## config.mk

```make
export PLATFORM = sky130hd
export DESIGN_NAME = mcu_code_loader_flat
export DESIGN_NICKNAME = d
export VERILOG_FILES = /design/src/rtl/mcu_code_loader_if.sv /design/src/rtl/mcu_code_loader.sv /design/src/flat_wrapper.sv
export SDC_FILE = /design/constraint.sdc
export NUM_CORES = 1
export LEC_CHECK = 0
export BUFFER_PORTS_ARGS = -buffer_cell sky130_fd_sc_hd__buf_2
export CAP_MARGIN = 20
export CELL_PAD_IN_SITES_DETAIL_PLACEMENT = 0
export CELL_PAD_IN_SITES_GLOBAL_PLACEMENT = 1
export CORE_UTILIZATION = 38
export CTS_CLUSTER_DIAMETER = 30
export DETAILED_ROUTE_END_ITERATION = 10
export PLACE_DENSITY = 0.67
export SYNTH_ARGS = -nofsm -noshare
export SYNTH_HDL_FRONTEND = slang
export SYNTH_SLANG_ARGS = --single-unit
```

## constraint.sdc

```tcl
create_clock -name clk -period 2.4 [get_ports clk]
set_input_delay 0.12 -clock clk [delete_from_list [all_inputs] [get_ports clk]]
set_output_delay 0.12 -clock clk [all_outputs]
set_load 0.05 [all_outputs]
```

## src/rtl/mcu_code_loader_if.sv

```systemverilog
// ---------------------------------------------------------------------------
// mcu_code_loader_if
//   Signal bundle between the code loader and its surroundings: the incoming
//   byte stream, the code-RAM write port and the core control/status lines.
//
//   Modports
//     slave  : the loader itself (consumes the stream, drives the write port)
//     master : the byte source / system side (drives the stream and BOOT_REQ)
//
//   Signals
//     rx_data   [7:0]    incoming stream byte
//     rx_valid           rx_data valid
//     rx_ready           loader can accept a byte
//     boot_req           level, rising edge re-enters load mode
//     code_addr [AW-1:0] code-memory write address
//     code_data [7:0]    code-memory write data
//     code_we            one-cycle write strobe per data byte
//     cpu_reset          active-high reset to the 8051 core
//     frame_ok           one-cycle pulse, frame ended with good checksum
//     frame_err          one-cycle pulse, bad checksum or inter-byte timeout
//     err_cnt   [7:0]    saturating count of frame_err pulses
// ---------------------------------------------------------------------------
interface mcu_code_loader_if #(
  parameter int AW = 13
);
  logic [7:0]    rx_data;
  logic          rx_valid;
  logic          rx_ready;
  logic          boot_req;
  logic [AW-1:0] code_addr;
  logic [7:0]    code_data;
  logic          code_we;
  logic          cpu_reset;
  logic          frame_ok;
  logic          frame_err;
  logic [7:0]    err_cnt;

  modport slave (
    input  rx_data, rx_valid, boot_req,
    output rx_ready, code_addr, code_data, code_we,
           cpu_reset, frame_ok, frame_err, err_cnt
  );

  modport master (
    output rx_data, rx_valid, boot_req,
    input  rx_ready, code_addr, code_data, code_we,
           cpu_reset, frame_ok, frame_err, err_cnt
  );
endinterface

```

## src/rtl/mcu_code_loader.sv

```systemverilog
// ---------------------------------------------------------------------------
// mcu_code_loader
//   Writer side of the 8051 program-memory path. Parses framed code images
//   from a byte stream and writes the payload into code RAM while holding the
//   core in reset. A good zero-length ("run") frame releases the core.
//
//   Frame: A5 | LEN_H LEN_L | ADR_H ADR_L | LEN data bytes | CSUM
//   The 8-bit sum of every byte after A5, including CSUM, must be zero.
//
//   Parameters
//     AW       code address width (addresses wrap modulo 2**AW), must be > 8
//     TIMEOUT  idle clock cycles tolerated between bytes inside a frame
//
//   Ports
//     clk  system clock
//     rst  asynchronous active-high reset
//     bus  mcu_code_loader_if slave modport (stream, write port, status)
// ---------------------------------------------------------------------------
module mcu_code_loader #(
  parameter int AW      = 13,
  parameter int TIMEOUT = 100000
) (
  input logic               clk,
  input logic               rst,
  mcu_code_loader_if.slave  bus
);

  localparam int TW = $clog2(TIMEOUT + 1);

  typedef enum logic [2:0] {
    IDLE, LEN_H, LEN_L, ADR_H, ADR_L, DATA, CSUM, FRAME_END
  } state_t;

  state_t        state, state_next;

  logic [15:0]   len;
  logic [AW-9:0] adr_hi;
  logic [AW-1:0] addr_ptr;
  logic [7:0]    sum;
  logic [TW-1:0] timer;
  logic          err_flag;
  logic          is_run;
  logic          cpu_q;
  logic          boot_q;

  logic [AW-1:0] code_addr_q;
  logic [7:0]    code_data_q;
  logic          code_we_q;
  logic [7:0]    err_cnt_q;

  logic          take;
  logic          in_frame;
  logic          timeout_hit;
  logic          boot_rise;

  assign take        = bus.rx_valid & bus.rx_ready;
  assign in_frame    = (state != IDLE) && (state != FRAME_END);
  // The timer reaches TIMEOUT idle cycles on this edge unless a byte arrives.
  assign timeout_hit = in_frame && !take && (timer == TW'(TIMEOUT - 1));
  assign boot_rise   = bus.boot_req & ~boot_q;

  // State register
  always_ff @(posedge clk or posedge rst) begin
    if (rst)
      state <= IDLE;
    else
      state <= state_next;
  end

  // Next-state logic: every arrow consumes one byte, FRAME_END lasts one cycle
  always_comb begin
    state_next = state;
    unique case (state)
      IDLE:      if (take && bus.rx_data == 8'hA5) state_next = LEN_H;
      LEN_H:     if (take) state_next = LEN_L;
      LEN_L:     if (take) state_next = ADR_H;
      ADR_H:     if (take) state_next = ADR_L;
      ADR_L:     if (take) state_next = (len == 16'd0) ? CSUM : DATA;
      DATA:      if (take && len == 16'd1) state_next = CSUM;
      CSUM:      if (take) state_next = FRAME_END;
      FRAME_END: state_next = IDLE;
      default:   state_next = IDLE;
    endcase
    if (timeout_hit)
      state_next = FRAME_END;
  end

  // Output logic. A good run frame drops cpu_reset during FRAME_END itself,
  // unless a BOOT_REQ rising edge is seen in that same cycle.
  always_comb begin
    bus.rx_ready  = (state != FRAME_END);
    bus.frame_ok  = (state == FRAME_END) && !err_flag;
    bus.frame_err = (state == FRAME_END) &&  err_flag;
    bus.cpu_reset = cpu_q &
                    ~((state == FRAME_END) && !err_flag && is_run && !boot_rise);
  end

  assign bus.code_addr = code_addr_q;
  assign bus.code_data = code_data_q;
  assign bus.code_we   = code_we_q;
  assign bus.err_cnt   = err_cnt_q;

  // Frame datapath: length/address capture, checksum, write port, timer,
  // error counter and the core reset register.
  always_ff @(posedge clk or posedge rst) begin
    if (rst) begin
      len         <= '0;
      adr_hi      <= '0;
      addr_ptr    <= '0;
      sum         <= '0;
      timer       <= '0;
      err_flag    <= 1'b0;
      is_run      <= 1'b0;
      cpu_q       <= 1'b1;
      boot_q      <= 1'b0;
      code_addr_q <= '0;
      code_data_q <= '0;
      code_we_q   <= 1'b0;
      err_cnt_q   <= '0;
    end else begin
      boot_q    <= bus.boot_req;
      code_we_q <= 1'b0;

      if (!in_frame || take)
        timer <= '0;
      else
        timer <= timer + TW'(1);

      if (take) begin
        unique case (state)
          IDLE: begin
            sum      <= '0;
            err_flag <= 1'b0;
            is_run   <= 1'b0;
          end
          LEN_H: begin
            len[15:8] <= bus.rx_data;
            sum       <= sum + bus.rx_data;
          end
          LEN_L: begin
            len[7:0] <= bus.rx_data;
            sum      <= sum + bus.rx_data;
          end
          ADR_H: begin
            adr_hi <= bus.rx_data[AW-9:0];
            sum    <= sum + bus.rx_data;
          end
          ADR_L: begin
            addr_ptr <= {adr_hi, bus.rx_data};
            is_run   <= (len == 16'd0);
            sum      <= sum + bus.rx_data;
          end
          DATA: begin
            code_we_q   <= 1'b1;
            code_addr_q <= addr_ptr;
            code_data_q <= bus.rx_data;
            addr_ptr    <= addr_ptr + AW'(1);
            len         <= len - 16'd1;
            sum         <= sum + bus.rx_data;
          end
          CSUM: begin
            err_flag <= ((sum + bus.rx_data) != 8'h00);
          end
          default: ;
        endcase
      end

      if (timeout_hit)
        err_flag <= 1'b1;

      if (state == FRAME_END && err_flag && err_cnt_q != 8'hFF)
        err_cnt_q <= err_cnt_q + 8'd1;

      if (boot_rise)
        cpu_q <= 1'b1;
      else if (state == FRAME_END && !err_flag && is_run)
        cpu_q <= 1'b0;
    end
  end

endmodule
```

## src/flat_wrapper.sv

```systemverilog
// flat-port wrapper written by rule: the top's interface ports become plain ports
module mcu_code_loader_flat 
#(
  parameter int AW      = 13,
  parameter int TIMEOUT = 100000
)
  (clk, rst, bus_rx_data, bus_rx_valid, bus_boot_req, bus_rx_ready, bus_code_addr, bus_code_data, bus_code_we, bus_cpu_reset, bus_frame_ok, bus_frame_err, bus_err_cnt);
  mcu_code_loader_if #(.AW(AW)) bus_i ();
  input logic clk;
  input logic rst;
  input wire logic [$bits(bus_i.rx_data)-1:0] bus_rx_data;
  input wire logic [$bits(bus_i.rx_valid)-1:0] bus_rx_valid;
  input wire logic [$bits(bus_i.boot_req)-1:0] bus_boot_req;
  output wire logic [$bits(bus_i.rx_ready)-1:0] bus_rx_ready;
  output wire logic [$bits(bus_i.code_addr)-1:0] bus_code_addr;
  output wire logic [$bits(bus_i.code_data)-1:0] bus_code_data;
  output wire logic [$bits(bus_i.code_we)-1:0] bus_code_we;
  output wire logic [$bits(bus_i.cpu_reset)-1:0] bus_cpu_reset;
  output wire logic [$bits(bus_i.frame_ok)-1:0] bus_frame_ok;
  output wire logic [$bits(bus_i.frame_err)-1:0] bus_frame_err;
  output wire logic [$bits(bus_i.err_cnt)-1:0] bus_err_cnt;
  assign bus_i.rx_data = bus_rx_data;
  assign bus_i.rx_valid = bus_rx_valid;
  assign bus_i.boot_req = bus_boot_req;
  assign bus_rx_ready = bus_i.rx_ready;
  assign bus_code_addr = bus_i.code_addr;
  assign bus_code_data = bus_i.code_data;
  assign bus_code_we = bus_i.code_we;
  assign bus_cpu_reset = bus_i.cpu_reset;
  assign bus_frame_ok = bus_i.frame_ok;
  assign bus_frame_err = bus_i.frame_err;
  assign bus_err_cnt = bus_i.err_cnt;
  mcu_code_loader #(.AW(AW), .TIMEOUT(TIMEOUT)) u_core (.clk(clk), .rst(rst), .bus(bus_i));
endmodule
```

# --- Word-level counts from Yosys, hierarchy flattened ---
# Cells that the tools add are included.
word_totals:
  ff_bits: 96
  latchBits: 0
  ramBits: 0
  rom_bits: 0
  inputBits: 12
  out_inout_bits: 34
  word_cells: 104
  memories: 0
classes:
  addsub: 5
  mul: 0
  div: 0
  n_lt_le_gt_ge: 0
  eq_ne: 19
  shift: 0
  mux: 23
  n_bitwise: 5
  n_reduce_logical: 37
op_table:
  columns: ["cell", "n"]
  rows:
  - ["case mux 8 bit (2 select lines)", 3]
  - ["case mux 13 bit (2 select lines)", 1]
  - ["2-to-1 mux 3 bit", 8]
  - ["case mux 3 bit (8 select lines)", 1]
  - ["!= test 3 x 1 -> 1 bit, second input constant", 7]
  - ["adder 17 x 1 -> 17 bit, second input constant", 1]
  - ["== test 17 bit, second input constant", 1]
  - ["2-to-1 mux 17 bit", 1]
  - ["== test 16 x 1 -> 1 bit, second input constant", 1]
  - ["logical NOT 16 bit", 1]
  - ["AND reduction 2 bit", 8]
  - ["subtractor 16 x 1 -> 16 bit, second input constant", 1]
  - ["nonzero test 2 bit", 7]
  - ["adder 13 x 1 -> 13 bit, second input constant", 1]
  - ["== test 3 bit, second input constant", 4]
  - ["logical AND 1 bit", 10]
  - ["adder 8 x 1 -> 8 bit, second input constant", 1]
  - ["adder 8 bit", 1]
  - ["== test 8 bit, second input constant", 1]
  - ["!= test 8 bit, second input constant", 1]
  - ["nonzero test 8 bit", 1]
  - ["AND reduction 7 bit", 1]
  - ["== test 3 x 2 -> 1 bit, second input constant", 2]
  - ["2-to-1 mux 1 bit", 6]
  - ["other kinds (11)", 19]

# --- Depth between registers and ports, before layout ---
# Gate-level depths: netlist (run 1).
logic_depth:
  ltp_word: 7
  ltp_mapped: 8
  ltp_nobuf: 8

# --- Worst setup path after synthesis (run 1) ---
# OpenSTA, ideal clock, no wires.
synth_path:
  path_type: "register to output"
  start: "reg u_core.state[0]"
  end: "out bus_cpu_reset"
  t_arrival_ps: 2255
  t_required_ps: 2280
  path_slack_ps: 25
  stages_incl_launch_ff: 7
  n_path_buf: 1
  path_cell_list: "dfrtp_1 -> clkbuf_1 -> and3_1 -> inv_1 -> nor2_1 -> nand2_1 -> o21a_1"
synth_via:
  elab_chain_len: 6
synth_lines:
  columns: ["item", "line_no", "source"]
  rows:
  - ["start: declaration", "mcu_code_loader.sv:34", "state_t state, state_next;"]
  - ["start signal: assignment", "mcu_code_loader.sv:67", "state <= state_next;"]
  - ["== test 3 bit", null, null]
  - ["logical AND 1 bit", null, null]
  - ["named net bus_frame_ok", "flat_wrapper.sv:19", "output wire logic [$bits(bus_i.frame_ok)-1:0] bus_frame_ok;"]
  - ["logical AND 1 bit (2 in series)", "mcu_code_loader.sv:95", "~((state == FRAME_END) && !err_flag && is_run && !boot_rise);"]
  - ["NOT 1 bit", "mcu_code_loader.sv:95", null]
  - ["bitwise AND 1 bit", "mcu_code_loader.sv:94", "bus.cpu_reset = cpu_q &"]
  - ["end: declaration", "flat_wrapper.sv:18", "output wire logic [$bits(bus_i.cpu_reset)-1:0] bus_cpu_reset;"]
# The timed path passes the listed nets, and every way through them passes these cells.

# --- Final worst setup path (run 1) ---
layout_path:
  start: "reg u_core.sum[0]"
  end: "reg u_core.err_flag"
layout_via:
  elab_chain_len: 5
layout_lines:
  columns: ["item", "line_no", "source"]
  rows:
  - ["start: declaration", "mcu_code_loader.sv:39", "logic [7:0] sum;"]
  - ["start signal: assignment", "mcu_code_loader.sv:138", "sum <= sum + bus.rx_data;"]
  - ["start signal: assignment", "mcu_code_loader.sv:142", "sum <= sum + bus.rx_data;"]
  - ["start signal: assignment", "mcu_code_loader.sv:146", "sum <= sum + bus.rx_data;"]
  - ["adder 8 bit", "mcu_code_loader.sv:162", "err_flag <= ((sum + bus.rx_data) != 8'h00);"]
  - ["nonzero test 8 bit", "mcu_code_loader.sv:162", null]
  - ["case mux 1 bit (2 select lines)", "mcu_code_loader.sv:130", "unique case (state)"]
  - ["2-to-1 mux 1 bit", "mcu_code_loader.sv:129", "if (take) begin"]
  - ["2-to-1 mux 1 bit", "mcu_code_loader.sv:168", "if (timeout_hit)"]
  - ["end signal: assignment", "mcu_code_loader.sv:162", null]
  - ["end: declaration", "mcu_code_loader.sv:41", "logic err_flag;"]
# Every way passes these cells. The select of a mux whose other input is x is not followed.
# A chain may end at the register's enable or synchronous reset.

==> results of run 1 <==
==> through the flow <==
| stage | power, mW | instance area (µm²) | hold WS, ps | std cells | worst slack [ps] |
|---|---|---|---|---|---|
| floorplan | 4.838 | 4964 | 151.4 | 507 | 24.80 |
| finish | 7.038 | 5799 | 100.4 | 739 | 167.4 |
| CTS | 7.101 | 5799 | 95.07 | 739 | 175.2 |
| detailed placement | 5.629 | 5485 | 227.3 | 721 | 193.8 |
| global placement | 5.558 | 5485 | 219.7 | 721 | 243.4 |
| global route | 7.517 | 5799 | 102.2 | 739 | 42.82 |
==> final cells by class <==
type                            instances  area [µm²]  share of cell area [%]
Multi-Input combinational cell        380        2431                   41.92
Sequential cell                        96        2404                   41.45
Timing Repair Buffer                   64       410.4                   7.077
Clock buffer                           13       250.2                   4.315
Tap cell                              172       215.2                   3.711
Inverter                               11       45.04                  0.7767
Clock inverter                          3       43.79                  0.7551
==> registers in the layout, summed over array words and instances (netlist names) <==
signal and flops:
u_core.cpu_q 1, u_core.err_flag 1, u_core.is_run 1, u_core.len 16, u_core.state 3, u_core.bus.code_data 8, u_core.addr_ptr 13, u_core.bus.err_cnt 8
u_core.bus.code_addr 13, u_core.adr_hi 5, u_core.sum 8, u_core.bus.code_we 1, u_core.timer 17, u_core.boot_q 1
==> power by group <==
| group | internal [mW] | switching, mW |
|---|---|---|
| registers | 2.17 | 0.533 |
| clock network | 0.838 | 0.603 |
| logic | 1.11 | 1.78 |
| total | 4.12 | 2.92 |
==> what timing repair did <==
| action | 4_1_cts | 5_1_grt |
|---|---|---|
| hold endpoints to repair | 96 | 0 |
| hold buffers | 2 | 0 |
| resized for setup | 0 | 0 |
| setup endpoints to repair | 0 | 0 |
==> how the worst max path moves through the flow <==
stage / end / slack [ps] / depth (start not counted) / startpoint
after floorplan: bus_cpu_reset / 20 / 6 / u_core.state[0]
after global placement: u_core.err_flag / 240 / 8 / u_core.sum[0]
after detailed placement: u_core.err_flag / 190 / 8 / u_core.sum[0]
after CTS: u_core.err_flag / 180 / 8 / u_core.sum[0]
after global routing: u_core.err_flag / 40 / 7 / u_core.sum[1]
final: u_core.err_flag / 170 / 8 / u_core.sum[0]
==> critical path, stage by stage, from the launching register on <==
cell	delay (ps)
dfrtp_1	370
ha_1	210
fa_1	420
a211oi_1	300
o21bai_1	120
a21oi_1	190
xnor2_1	100
nor4_1	310
o31ai_1	100
==> cell families after synthesis <==
kind of cell    count (synthesis)  share of synthesized area [%]
simple gates                  180                          17.99
flops                          96                          48.46
buf+inv                        31                          2.523
xor+xnor                       28                          4.945
mux                            26                          5.903
fa+ha+maj                      14                          3.683
compound gates                132                          16.50
==> cell usage after synthesis (11+ instances only) <==
library cell / number
dfrtp_1: 95
nand3_1: 14
nor3_1: 13
nor2_1: 57
xor2_1: 15
inv_1: 11
o21ai_0: 32
ha_1: 13
a21oi_1: 43
xnor2_1: 13
clkbuf_1: 18
mux2_2: 26
nand2_1: 47
==> routing by layer <==
metal / track usage (%) / vias to the layer above / wire, µm
li1: - / 1942 / -
met1: 25.70 / 1959 / 5741
met3: 3.633 / 13 / 392
met4: 8.376 / 0 / 207
met2: 30.49 / 58 / 5632
met5: 0 / - / 0
==> flow_summary.yaml, run 1 <==
global_route:
  grt_pass1_vias: 3762
  grt_max_degree: 57
  grt_pass1_wl_mm: 19.66
  track_usage_pct: 19.24
  antenna_found_initial: 0
  gr-total-overflow: 0
logic_synthesis:
  synth_top_area_share_pct: 47.93
  ys_warn_count: 0
  ys_seq_area_share_pct: 48.46
  synth_flop_cell: "dfrtp_1"
  synthArstFlopShare_pct: 100.0
  synth.largest_area_cell: "dfrtp_1"
  synthesis.area_mm2: 0.004960
  syn-num-nets: 533
  synth_area_per_cell_um2: 9.783
  synthCells: 507
  synth.distinct_cells: 61
  ys_top_cells_by_area: "dfrtp_1 (48%), mux2_2 (5.9%), a21oi_1 (4.3%)"
  synth-edff-count: 0
  ys_ff_latch: 96
job:
  drv_cap: 0
timing:
  setup_viol: 0
  grt_setup_unrepaired: "no"
  finalCritPeriodShare_pct: 93.02
  final.min_clock_period_ps: 2233
  slew_violations: 0
  fin_worst_skew_ps: 4.884
  fmaxAchievable_mhz: 447.9
  worst_slew_pin_slew_ps: 561.9
  relSlewSlack_pct: 62.50
  fin_tns_setup_ps: 0
  finalHoldViolCount: 0
pwr:
  ir_worst_vdd_mv: 0.5261
  leakage_nw: 2.588
  p_per_area_mw_per_mm2: 1214
cts:
  htree_levels: 3
  root_buffer: "clkbuf_16"
  cts-buffers-inserted: 9
  tritoncts: "built"
  clockBufferDepth: 2
  clock_latency_ps: 350
  cts.sinks: 96
  cts_setup_buffers: 0
  cts.clk_slew.worst_paths_ps: 70
setup_path:
  critPathLaunchType: "register"
  cp_max_fo: 2
  timing.rr.end: "u_core.err_flag"
  end_kind: "register"
  ff2ff_path_depth: 8
  reg2reg_from: "u_core.sum[0]"
  reg2reg_setup_slack_ps: 170
  cp.arrival_ps: 2460
  cp_data_required_time_ps: 2630
  path_class: "reg2reg"
floorplan:
  dieHeight_um: 116.2
  placementRows: 41
  die_x_um: 116.2
  start_util_pct: 39.14
  ios: 46
  die-area_mm2: 0.01351
  core_mm2: 0.01267
routing:
  wl_per_cell_um: 16.20
  first_iter_violations: 175
  vias: 3972
  drtAntennaViolNets: 0
  drt_first_pass_iters: 4
  totalWireLength_mm: 11.97
  drc: 0
  vias_per_cell: 5.375
worst_hold_path:
  min-delay-start: "bus_rx_data[5]"
  worstHoldEndpoint: "u_core.bus.code_data[5]"
  hold_depth: 2
  hold_path_class: "in2reg"
placed_design:
  dp_hpwl_mm: 8.329
  place_congestion: 0.8080
  port_buffers: 45
cells_and_area:
  final_cell_mix: "dfrtp_1 (95), nor2_1 (57), nand2_1 (47), buf_2 (45), a21oi_1 (43)"
  synthToLayoutAreaGrowth_pct: 16.93
  nNetsFinal: 588
  drive_gt1_share_pct: 20.11
  final_common_cell: "dfrtp_1"
  post-route-util_pct: 45.77
  diodes: 0
  num-fill-cells: 1247
run_status:
  status: "finished, final reports clean"
Power figures use the tool's default switching activity.
==> run 2: changes to the inputs <==
--- a/config.mk
+++ b/config.mk
@@ -10,6 +10,7 @@
 export CELL_PAD_IN_SITES_DETAIL_PLACEMENT = 0
 export CELL_PAD_IN_SITES_GLOBAL_PLACEMENT = 1
 export CORE_UTILIZATION = 38
+export CTS_BUF_LIST = sky130_fd_sc_hd__clkbuf_8
 export CTS_CLUSTER_DIAMETER = 30
 export DETAILED_ROUTE_END_ITERATION = 10
 export PLACE_DENSITY = 0.67
==> run 2 against run 1 <==
Against the previous run: register-to-register slack about the same; highest routed layer unchanged; global-route usage down 0.056 points; largest cell class unchanged; critical path depth unchanged; worst setup slack worse by 0.67 ps; flip-flop and latch count unchanged; maximum frequency about the same; wire length down 0.15%; power down 5.4%; first-iteration DRC count down 19%; cell count unchanged; sequential power about the same.
==> flow_summary.yaml, run 2 (synthesis results as in run 1) <==
cells_and_area:
  largest_reg_flops: 17
  top_register: "u_core.timer"
  synthToLayoutAreaGrowth_pct: 14.88
  post-route-util_pct: 44.97
  fin_cells: 739
  top_regs: "u_core.timer (17), u_core.len (16)"
  num-fill-cells: 1264
  nNetsFinal: 588
  diodes: 0
  final_common_cell: "dfrtp_1"
  drive_gt1_share_pct: 20.11
  final_cell_mix: "dfrtp_1 (95), nor2_1 (57), nand2_1 (47), buf_2 (45), a21oi_1 (43)"
timing:
  fin_hold_ws_ps: 59.50
  finalCritPeriodShare_pct: 93.05
  slew_violations: 0
  fin_tns_setup_ps: 0
  finalHoldViolCount: 0
  final.min_clock_period_ps: 2233
  setup_viol: 0
  setup_ws_ps: 166.8
  grt_setup_unrepaired: "no"
  fmaxAchievable_mhz: 447.8
  fin_worst_skew_ps: 8.002
  relSlewSlack_pct: 62.58
  worst_slew_pin_slew_ps: 560.6
floorplan:
  placementRows: 41
  dieHeight_um: 116.2
  die-area_mm2: 0.01351
  die_x_um: 116.2
  start_util_pct: 39.14
  core_mm2: 0.01267
  ios: 46
placed_design:
  port_buffers: 45
  place_congestion: 0.8080
  placed_cells: 721
  preCtsSetupSlack_ps: 193.8
  dp_hpwl_mm: 8.329
routing:
  totalWireLength_mm: 11.96
  vias: 3976
  drtAntennaViolNets: 0
  vias_per_cell: 5.380
  wl_per_cell_um: 16.18
  drt_first_pass_iters: 4
  drc: 0
  first_iter_violations: 141
setup_path:
  cp_max_fo: 2
  end_kind: "register"
  path_class: "reg2reg"
  critPathLaunchType: "register"
  cp_slowest_cell: "fa_1"
  worstPathCellList: "ha_1 > fa_1 > a211oi_1 > o21bai_1 > a21oi_1 > xnor2_1 > nor4_1 > o31ai_1"
  cpPeakStageDelay_ps: 420
  cp.arrival_ps: 2500
  cp_data_required_time_ps: 2660
worst_hold_path:
  hold_path_class: "in2reg"
cts:
  clockBufferDepth: 2
  cts.clk_slew.worst_paths_ps: 90
  cts_setup_buffers: 0
  cts.sinks: 96
  root_buffer: "clkbuf_8"
  cts-buffers-inserted: 9
  tritoncts: "built"
  htree_levels: 3
  cts-resized-gates: 0
  clock_latency_ps: 390
global_route:
  grt_max_degree: 57
  gr-total-overflow: 0
  track_usage_pct: 19.19
  grt_pass1_wl_mm: 19.60
  antenna_found_initial: 0
  grt_pass1_vias: 3761
job:
  drv_cap: 0
pwr:
  ir_worst_vdd_mv: 0.5039
  leakage_nw: 2.554
  p_per_area_mw_per_mm2: 1169
run_status:
  status: "finished, final reports clean"
run 2: cell count changes in the layout (fill, tap and decap cells not counted):
cell       previous run  this run
inv_1                10        13
clkbuf_16             9         0
clkbuf_8              1        10
clkbuf_1              3         0
run 2: area by class of cell:
type,instances,area [µm²],area share [%]
clock buffers,10,137.6,2.415
clock inverters,6,55.05,0.9662
inverters,11,45.04,0.7905
multi-input cells,380,2431,42.67
flip-flops and latches,96,2404,42.18
well taps,172,215.2,3.777
repair buffers,64,410.4,7.202
run 2: final timing paths:
path | startpoint | endpoint | slack, ps | cells after the start
worst max register to register | u_core.sum[0] | u_core.err_flag | 170 | 8
worst min-delay path | bus_rx_data[5] | u_core.bus.code_data[5] | 60 | 2
worst max-delay path | u_core.sum[0] | u_core.err_flag | 170 | 8
max in group asynchronous | rst | u_core.sum[7] | 1740 | 4
worst min register to register | u_core.is_run | u_core.is_run | 480 | 2
min in group asynchronous | rst | u_core.bus.code_we | 360 | 4
run 2: what timing repair did:
action | in CTS | in global routing
setup endpoints to repair | 0 | 0
hold endpoints to repair | 96 | 0
hold buffers | 2 | 0
run 2: layer usage:
metal | track usage (%) | part of all wire [%] | up-vias
li1 | - | - | 1939
met1 | 25.63 | 48 | 1969
met2 | 30.37 | 47 | 55
met3 | 3.633 | 2.8 | 13
met4 | 8.376 | 1.7 | 0
met5 | 0 | 0 | -
run 2: power by group:
part | switching [mW] | internal [mW]
clock network | 0.565 | 0.500
registers | 0.532 | 2.16
logic | 1.78 | 1.11
run 2: metrics by stage:
step / cell area [µm²] / total power, mW
global placement: 5485 / 5.558
detailed placement: 5485 / 5.629
global route: 5698 / 7.132
floorplan: 4964 / 4.838
finish: 5698 / 6.659
CTS: 5698 / 6.720
run 2: worst max-delay path: cells and delay by family, from the launching register on:
kind / cells / cell delay (ps)
adders and majority gates: 2 / 630
xor gates and xnor gates: 1 / 100
AOI/OAI and AO/OA: 4 / 710
DFF: 1 / 380
and+or+nand+nor: 1 / 310
